## src/rtl/cam_pkg.sv

```systemverilog
// Shared definitions for the camera power-up sequencer: state encodings,
// default phase lengths for a 50 MHz clock, and per-state pin decoding.
package cam_pkg;

  localparam int CNT_W_DEF = 20;

  localparam logic [19:0] T_PWR_DEF    = 20'd100000;
  localparam logic [19:0] T_RST_DEF    = 20'd50000;
  localparam logic [19:0] T_INIT_DEF   = 20'd200000;
  localparam logic [19:0] T_CFG_TO_DEF = 20'd1000000;
  localparam logic [19:0] T_SETTLE_DEF = 20'd100000;

  localparam logic [2:0] ST_IDLE     = 3'd0;
  localparam logic [2:0] ST_PWR      = 3'd1;
  localparam logic [2:0] ST_PWDN_REL = 3'd2;
  localparam logic [2:0] ST_RST_REL  = 3'd3;
  localparam logic [2:0] ST_CFG      = 3'd4;
  localparam logic [2:0] ST_SETTLE   = 3'd5;
  localparam logic [2:0] ST_READY    = 3'd6;
  localparam logic [2:0] ST_ERR      = 3'd7;

  typedef enum logic [2:0] {
    S_IDLE     = ST_IDLE,
    S_PWR      = ST_PWR,
    S_PWDN_REL = ST_PWDN_REL,
    S_RST_REL  = ST_RST_REL,
    S_CFG      = ST_CFG,
    S_SETTLE   = ST_SETTLE,
    S_READY    = ST_READY,
    S_ERR      = ST_ERR
  } state_e;

  typedef struct packed {
    logic pwdn;
    logic rst_n;
  } pins_t;

  function automatic pins_t pins_for(state_e s);
    pins_t p;
    case (s)
      S_PWDN_REL:                           p = '{pwdn: 1'b0, rst_n: 1'b0};
      S_RST_REL, S_CFG, S_SETTLE, S_READY:  p = '{pwdn: 1'b0, rst_n: 1'b1};
      default:                              p = '{pwdn: 1'b1, rst_n: 1'b0};
    endcase
    return p;
  endfunction

  // Timed states: the shared phase timer only counts here.
  function automatic logic is_busy(state_e s);
    return (s == S_PWR) || (s == S_PWDN_REL) || (s == S_RST_REL) ||
           (s == S_CFG) || (s == S_SETTLE);
  endfunction

endpackage

```

## src/rtl/cam_pwr_seq_phase_timer.sv

```systemverilog
// Saturating phase timer; clear wins over enable so each phase starts at 0.
module phase_timer #(
  parameter int CNT_W = 20
) (
  input  logic             clk,
  input  logic             rst,
  input  logic             clr,
  input  logic             en,
  output logic [CNT_W-1:0] count
);

  logic [CNT_W-1:0] count_q;

  // NOTE: sequential state is written with <= so every flop samples the
  // pre-edge value of its neighbours, independent of statement order.
  always_ff @(posedge clk) begin
    if (rst || clr) begin
      count_q <= '0;
    end else if (en && (count_q != '1)) begin
      count_q <= count_q + CNT_W'(1);
    end
  end

  assign count = count_q;

endmodule

```

## src/rtl/cam_pwr_seq.sv

```systemverilog
// Camera power-up sequencer: walks the sensor pins through timed phases,
// launches configuration, and reports ready or a configuration timeout.
module cam_pwr_seq
  import cam_pkg::*;
#(
  parameter int               CNT_W    = CNT_W_DEF,
  parameter logic [CNT_W-1:0] T_PWR    = CNT_W'(T_PWR_DEF),
  parameter logic [CNT_W-1:0] T_RST    = CNT_W'(T_RST_DEF),
  parameter logic [CNT_W-1:0] T_INIT   = CNT_W'(T_INIT_DEF),
  parameter logic [CNT_W-1:0] T_CFG_TO = CNT_W'(T_CFG_TO_DEF),
  parameter logic [CNT_W-1:0] T_SETTLE = CNT_W'(T_SETTLE_DEF)
) (
  input  logic       clk,
  input  logic       rst,
  input  logic       start,
  input  logic       cfg_done,
  output logic       cam_pwdn,
  output logic       cam_rst_n,
  output logic       cfg_start,
  output logic       busy,
  output logic       ready,
  output logic       err,
  output logic [2:0] state
);

  state_e           state_q, state_d;
  logic             state_chg;
  logic [CNT_W-1:0] timer;
  logic             pwdn_q, rst_n_q, cfg_start_q, busy_q, ready_q, err_q;
  pins_t            pins_d;

  phase_timer #(.CNT_W(CNT_W)) u_timer (
    .clk   (clk),
    .rst   (rst),
    .clr   (state_chg),
    .en    (is_busy(state_q)),
    .count (timer)
  );

  // NOTE: state_d takes a default before the case so no path leaves it
  // unassigned, which would otherwise infer a latch.
  always_comb begin
    state_d = state_q;
    case (state_q)
      S_IDLE:     if (start) state_d = S_PWR;
      S_PWR:      if (timer == T_PWR - CNT_W'(1)) state_d = S_PWDN_REL;
      S_PWDN_REL: if (timer == T_RST - CNT_W'(1)) state_d = S_RST_REL;
      S_RST_REL:  if (timer == T_INIT - CNT_W'(1)) state_d = S_CFG;
      S_CFG: begin
        // A completion arriving on the timeout cycle still counts as success.
        if (cfg_done)                            state_d = S_SETTLE;
        else if (timer == T_CFG_TO - CNT_W'(1)) state_d = S_ERR;
      end
      S_SETTLE:   if (timer == T_SETTLE - CNT_W'(1)) state_d = S_READY;
      S_READY,
      S_ERR:      if (start) state_d = S_PWR;
      default:    state_d = S_IDLE;
    endcase
  end

  assign state_chg = (state_d != state_q);
  assign pins_d    = pins_for(state_d);

  // Outputs are decoded from the next state so they change with the state.
  always_ff @(posedge clk) begin
    if (rst) begin
      state_q     <= S_IDLE;
      pwdn_q      <= 1'b1;
      rst_n_q     <= 1'b0;
      cfg_start_q <= 1'b0;
      busy_q      <= 1'b0;
      ready_q     <= 1'b0;
      err_q       <= 1'b0;
    end else begin
      state_q     <= state_d;
      pwdn_q      <= pins_d.pwdn;
      rst_n_q     <= pins_d.rst_n;
      cfg_start_q <= (state_d == S_CFG) && (state_q != S_CFG);
      busy_q      <= is_busy(state_d);
      ready_q     <= (state_d == S_READY);
      err_q       <= (state_d == S_ERR);
    end
  end

  assign cam_pwdn  = pwdn_q;
  assign cam_rst_n = rst_n_q;
  assign cfg_start = cfg_start_q;
  assign busy      = busy_q;
  assign ready     = ready_q;
  assign err       = err_q;
  assign state     = state_q;

endmodule

```

## config.mk

```make
export PLATFORM = sky130hd
export DESIGN_NAME = cam_pwr_seq
export DESIGN_NICKNAME = d
export VERILOG_FILES = /design/src/rtl/cam_pkg.sv /design/src/rtl/cam_pwr_seq_phase_timer.sv /design/src/rtl/cam_pwr_seq.sv
export SDC_FILE = /design/constraint.sdc
export NUM_CORES = 1
export LEC_CHECK = 0
export CORE_AREA = 2 2 50 70
export DETAILED_ROUTE_END_ITERATION = 6
export DIE_AREA = 0 0 52 72
export PLACE_DENSITY = 0.74
export RECOVER_POWER = 50
export REMOVE_ABC_BUFFERS = 1
export SYNTH_ARGS = -nofsm -noshare
export SYNTH_HDL_FRONTEND = slang
export SYNTH_SLANG_ARGS = --single-unit
export TNS_END_PERCENT = 1
```

## constraint.sdc

```tcl
create_clock -name clk -period 3 [get_ports clk]
set_clock_uncertainty 0.05 [all_clocks]
set_input_delay 0.6 -clock clk [delete_from_list [all_inputs] [get_ports clk]]
set_output_delay 0.6 -clock clk [all_outputs]
set_load 0.01 [all_outputs]
```

# Yosys cells after proc, flatten, opt, wreduce, memory -nomap -nowiden
# Index checks and enable logic that the tools add are counted.
# Widths: inputs -> output; s select.
[word_totals]
reg_bits = 29
latchBits = 0
mem_bits_rw = 0
romBits = 0
output_inout_bits = 9
mem_count = 0
[op_classes]
addsub = 1
multipliers = 0
div_mod_pow = 0
order_cmp = 0
n_eq_ne = 21
shift = 0
mux = 9
bitwise_logic = 0
reduce_logical = 14
[ops]
columns = ["op", "count"]
rows = [
  ["$eq 3x3->1 const B", 8],
  ["$mux 3", 7],
  ["$add 20x1->20 const B", 1],
  ["$eq 20x16->1 const B", 1],
  ["$eq 20x17->1 const B", 1],
  ["$eq 20x18->1 const B", 1],
  ["$eq 20x20->1 const B", 1],
  ["$ne 20x20->1 const B", 1],
  ["$pmux 3 s6", 1],
  ["$eq 3x2->1 const B", 4],
  ["$logic_or 1x1->1", 9],
  ["$eq 3x1->1 const B", 2],
  ["$pmux 2 s2", 1],
  ["$reduce_or 4->1", 1],
  ["$logic_not 3->1", 1],
  ["$ne 3x3->1", 1],
  ["$ne 3x3->1 const B", 1],
  ["$reduce_or 3->1", 1],
  ["$logic_and 1x1->1", 2],
]

# Logic depth before layout (Yosys ltp)
# Gate-level depths: netlist of the first run.
[depth]
depth_word = 9
ltp_mapped = 9

# By module
# Synthesis of the first run repeated with hierarchy kept, for this count alone.
[unflattened]
cells_unflattened = 190
hier_area_um2 = 1674.1
[by_module_without_submodules]
columns = ["module", "n_inst", "cells_per_inst", "area_per_inst_um2", "seq_area_each_um2"]
rows = [
  ["phase_timer", 1, 113, 988.4, 400.4],
  ["cam_pwr_seq", 1, 77, 685.7, 180.2],
]

# Worst setup path after synthesis of the first run
# Ideal clock, no wire load.
[synth_path]
path_kind = "register to register"
startpoint = "reg u_timer.count_q[0], in the netlist u_timer.count[0]"
endpoint = "reg pwdn_q, in the netlist cam_pwdn"
arrival_time_ns = 2.052
required_time_ns = 2.830
slack_ns = 0.778
stages_incl_launch_ff = 9
path_buffers = 1
cell_sequence = "dfxtp_1 -> ha_1 -> and4_1 -> buf_4 -> and4_4 -> a21oi_2 -> or4b_4 -> and3_1 -> a211o_1"
[synth_via]
elab_chain_cells = 7
word_cells_on_any_way = 18
cone_classes = "eq/ne: 9; mux: 8; reduce/logical: 1"
[synth_rtl]
columns = ["item", "line", "rtl"]
rows = [
  ["start, declared", "cam_pwr_seq_phase_timer.sv:12", "logic [CNT_W-1:0] count_q;"],
  ["start signal, assigned", "cam_pwr_seq_phase_timer.sv:20", "count_q <= count_q + CNT_W'(1);"],
  ["$eq 20x20->1", "cam_pwr_seq.sv:52", "else if (timer == T_CFG_TO - CNT_W'(1)) state_d = S_ERR;"],
  ["$mux 3", "cam_pwr_seq.sv:52", ""],
  ["$mux 3", "cam_pwr_seq.sv:51", "if (cfg_done) state_d = S_SETTLE;"],
  ["$pmux 3 s6 *", "cam_pwr_seq.sv:44", "case (state_q)"],
  ["$eq 3x3->1 or $eq 3x2->1 (tied branches)", "cam_pkg.sv:40", "case (s)"],
  ["$reduce_or 4->1", "cam_pkg.sv:40", ""],
  ["$pmux 2 s2 *", "cam_pkg.sv:40", ""],
  ["end signal, assigned", "cam_pwr_seq.sv:76", "pwdn_q <= pins_d.pwdn;"],
  ["end, declared", "cam_pwr_seq.sv:29", "logic pwdn_q, rst_n_q, cfg_start_q, busy_q, ready_q, err_q;"],
]
# Mark *: on every way between the ends. The rest lies on a longest branch, timed or not.
# A chain may end at the register's enable or synchronous reset.

# Worst setup path in the final report of the first run
[layout_path]
startpoint = "reg u_timer.count_q[0], in the netlist u_timer.count[0]"
endpoint = "reg cfg_start_q, in the netlist cfg_start"
[layout_via]
elab_chain_cells = 6
word_cells_on_any_way = 13
cone_classes = "eq/ne: 5; mux: 7; reduce/logical: 1"
[layout_rtl]
columns = ["item", "line", "rtl"]
rows = [
  ["$eq 20x20->1", "cam_pwr_seq.sv:52", ""],
  ["$mux 3", "cam_pwr_seq.sv:52", ""],
  ["$mux 3", "cam_pwr_seq.sv:51", ""],
  ["$pmux 3 s6 *", "cam_pwr_seq.sv:44", ""],
  ["$eq 3x3->1 *", "cam_pwr_seq.sv:78", "cfg_start_q <= (state_d == S_CFG) && (state_q != S_CFG);"],
  ["$logic_and 1x1->1 *", "cam_pwr_seq.sv:78", ""],
  ["end signal, assigned", "cam_pwr_seq.sv:78", ""],
  ["end, declared", "cam_pwr_seq.sv:29", ""],
]
# Marked as above.

==> flow_metrics.py, run 1 <==
metrics = {
    "layout": {
        "diodes": 0,
        "layout_commonest_cell": "dfxtp_1",
        "layout-drive-gt1-share_pct": 7.656,
        "syn2layout_area_growth_pct": 12.54,
        "layout_common_cells": "dfxtp_1, nor2_1, nand2_1",
        "nets": 213,
    },
    "synthesis": {
        "yosys_warnings": 0,
        "yosysSeqAreaShare_pct": 35.05,
        "synthFlopType": "dfxtp_1",
        "yosysUniqueCellTypes": 54,
        "synth_edf_count": 0,
        "synthesis.area_sq_um": 1657,
        "avgSynthCellArea_sq_um": 8.367,
        "ys_ff_latch": 29,
        "synthArstFlopShare_pct": 0,
        "synth_cells": 198,
    },
    "critical_path": {
        "crit_fanout": 9,
        "cp_cell_sequence": "ha_1 -> and4_1 -> and4_1 -> a21oi_2 -> or4b_1 -> or3_1 -> nor3b_2",
        "critPathSlowestCell": "or4b_1",
        "required_ps": 3160,
        "endpoint_kind": "register",
        "start_kind": "register",
        "crit_arrival_ps": 2790,
        "crit_type": "reg2reg",
        "cp_slowest_stage_delay_ps": 560,
        "crit_top_cell": "and4_1",
    },
    "detailed_routing": {
        "drt_pass1_iterations": 4,
        "drtIter0Drc": 60,
        "vias": 1493,
        "routed_wl_mm": 3.714,
        "ant_nets": 0,
        "via_per_inst": 6.020,
        "wire_per_inst_um": 14.98,
        "drc": 0,
    },
    "place": {
        "dp_hpwl_mm": 2.721,
        "io_buffers": 12,
        "place_congestion": 0.8301,
    },
    "power_and_ir_drop": {
        "power_w": 0.0007962,
        "cellLeakagePower_nw": 0.6391,
        "peakVddDrop_mv": 0.3431,
        "p_per_area_nw_per_um2": 427.1,
    },
    "sta": {
        "timing.setup.tns_ps": 0,
        "finalMaxSlewViolations": 0,
        "period_share_pct": 87.74,
        "rsz0062_at_grt": "false",
        "slew_headroom_pct": 34.69,
        "worstMarginPinSlew_ps": 973.7,
        "setup_viol": 0,
        "fin_crit_ps": 2632,
        "hold_viol": 0,
        "max_freq_mhz": 379.9,
    },
    "global_routing": {
        "grt_pass1_wl_mm": 6.361,
        "grt_max_degree": 21,
        "antenna_found_initial": 0,
        "grt_remaining_overflow": 0,
        "gr-usage-all-layers_pct": 22.76,
        "grt_pass1_vias": 1431,
    },
    "floorplanning": {
        "rows": 24,
        "die_y_um": 72,
        "die_w_um": 52,
        "die_area_sq_um": 3744,
        "coreArea_sq_um": 3093,
        "ios": 13,
        "start_util_pct": 53.56,
    },
    "clock_tree": {
        "ctsHoldBuffers": 0,
        "numCtsBuffers": 5,
        "clock-root-buffer": "clkbuf_8",
        "cts.sinks": 29,
        "clkLatencyLatePin_ps": 290,
        "cts_tree": "done",
        "cts_buffer_depth": 2,
        "post_cts_resized": 0,
        "post_cts_buffers": 0,
        "clk_pin_slew_ps": 60,
        "h-tree-depth": 2,
    },
    "job": {
        "maxCapViolations": 0,
    },
    "run_status": {
        "outcome": "completed",
    },
    "hold_path": {
        "min_path_type": "reg2reg",
    },
}
## final timing paths
path | cells after the start | slack [ps] | start | endpoint
worst max-delay path | 7 | 370 | u_timer.count[0]$_SDFFE_PP0P_ | cfg_start$_SDFF_PP0_
worst min-delay path | 2 | 540 | u_timer.count[3]$_SDFFE_PP0P_ | u_timer.count[3]$_SDFFE_PP0P_
worst max register to register | 7 | 370 | u_timer.count[0]$_SDFFE_PP0P_ | cfg_start$_SDFF_PP0_
worst min register to register | 2 | 540 | u_timer.count[3]$_SDFFE_PP0P_ | u_timer.count[3]$_SDFFE_PP0P_
## cell usage after synthesis (all sizes together), types with 2 or more instances
| master | instances | area (sq um) |
|---|---|---|
| nor4b | 3 | 47.54 |
| a21oi | 2 | 17.52 |
| nor4bb | 2 | 20.02 |
| or3 | 4 | 30.03 |
| nor2b | 4 | 25.02 |
| and2 | 2 | 12.51 |
| o21ai | 6 | 30.02 |
| nand2 | 19 | 71.32 |
| inv | 4 | 15.01 |
| nor3b | 3 | 27.52 |
| dfxtp | 29 | 580.6 |
| nor2 | 23 | 86.33 |
| nand4 | 8 | 50.05 |
| and4 | 2 | 20.02 |
| nand4b | 2 | 17.52 |
| nand3 | 10 | 50.05 |
| clkbuf | 3 | 12.51 |
| a31oi | 3 | 18.77 |
| buf | 7 | 43.79 |
| nor3 | 15 | 75.07 |
| and3 | 4 | 25.02 |
| xnor2 | 6 | 52.55 |
| nor4 | 3 | 25.02 |
| xor2 | 12 | 105.1 |
| nand2b | 3 | 18.77 |
## area by class of cell
cell class / instances / area (sq um)
Clock inverter: 1 / 5.005
Fill cell: 282 / 1229
Clock buffer: 7 / 96.34
Inverter: 4 / 15.01
Sequential cell: 29 / 580.6
Timing Repair Buffer: 13 / 125.1
Multi-Input combinational cell: 155 / 993.5
Tap cell: 39 / 48.80
## registers in the layout (all words and copies together), names as in the netlist
| name | cells |
|---|---|
| busy | 1 |
| err | 1 |
| ready | 1 |
| cam_pwdn | 1 |
| u_timer.count | 20 |
| state | 3 |
| cam_rst_n | 1 |
| cfg_start | 1 |
## critical path, delay by kind of cell, from the launching register on
family,cells,cell delay [ps]
flops,1,370
fa+ha+maj,1,190
compound gates,1,70
simple gates,5,1870
## per-stage QoR
stage / cell area, sq um / utilization (%) / hold WS [ps] / setup WS, ps / cells
2_1_floorplan: 1600 / - / 449.5 / 708.3 / 188
4_1_cts: 1878 / 60.72 / 524.0 / 491.6 / 248
3_5_place_dp: 1777 / 57.44 / 516.4 / 342.8 / 240
5_1_grt: 1864 / 60.28 / 538.8 / 178.6 / 248
3_3_place_gp: 1777 / 57.44 / 473.7 / 406.2 / 240
6_report: 1864 / 60.28 / 535.7 / 367.8 / 248
## cell families after synthesis
logic type	synth area share [%]
AND/OR/NAND/NOR	39.95
flip-flops	35.05
AO/OA/AOI/OAI	9.820
XOR/XNOR	9.517
buffers and inverters	4.305
multiplexers	0.6043
adder cells (fa/ha/maj)	0.7552
## layer usage
layer	track usage (%)	wire (um)	up-vias
li1	-	-	733
met1	25.95	1547	706
met2	38.54	1877	43
met3	5.556	169	11
met4	11.70	119	0
met5	0	0	-
## where the power goes
part | switching, W | internal (W) | leakage, nW
sequential | 0.00000482 | 0.000389 | 0.234
clock | 0.000148 | 0.000207 | 0.0542
combinational | 0.0000280 | 0.0000198 | 0.351
total | 0.000181 | 0.000615 | 0.639
Note: power is estimated with default switching activity, not from simulation.
==> run 2: changes to the inputs <==
HOLD_SLACK_MARGIN = 0.03   (was unset)
==> results of run 2 <==
Same layout as run 1: the final DEF is identical, and so are final timing and power.
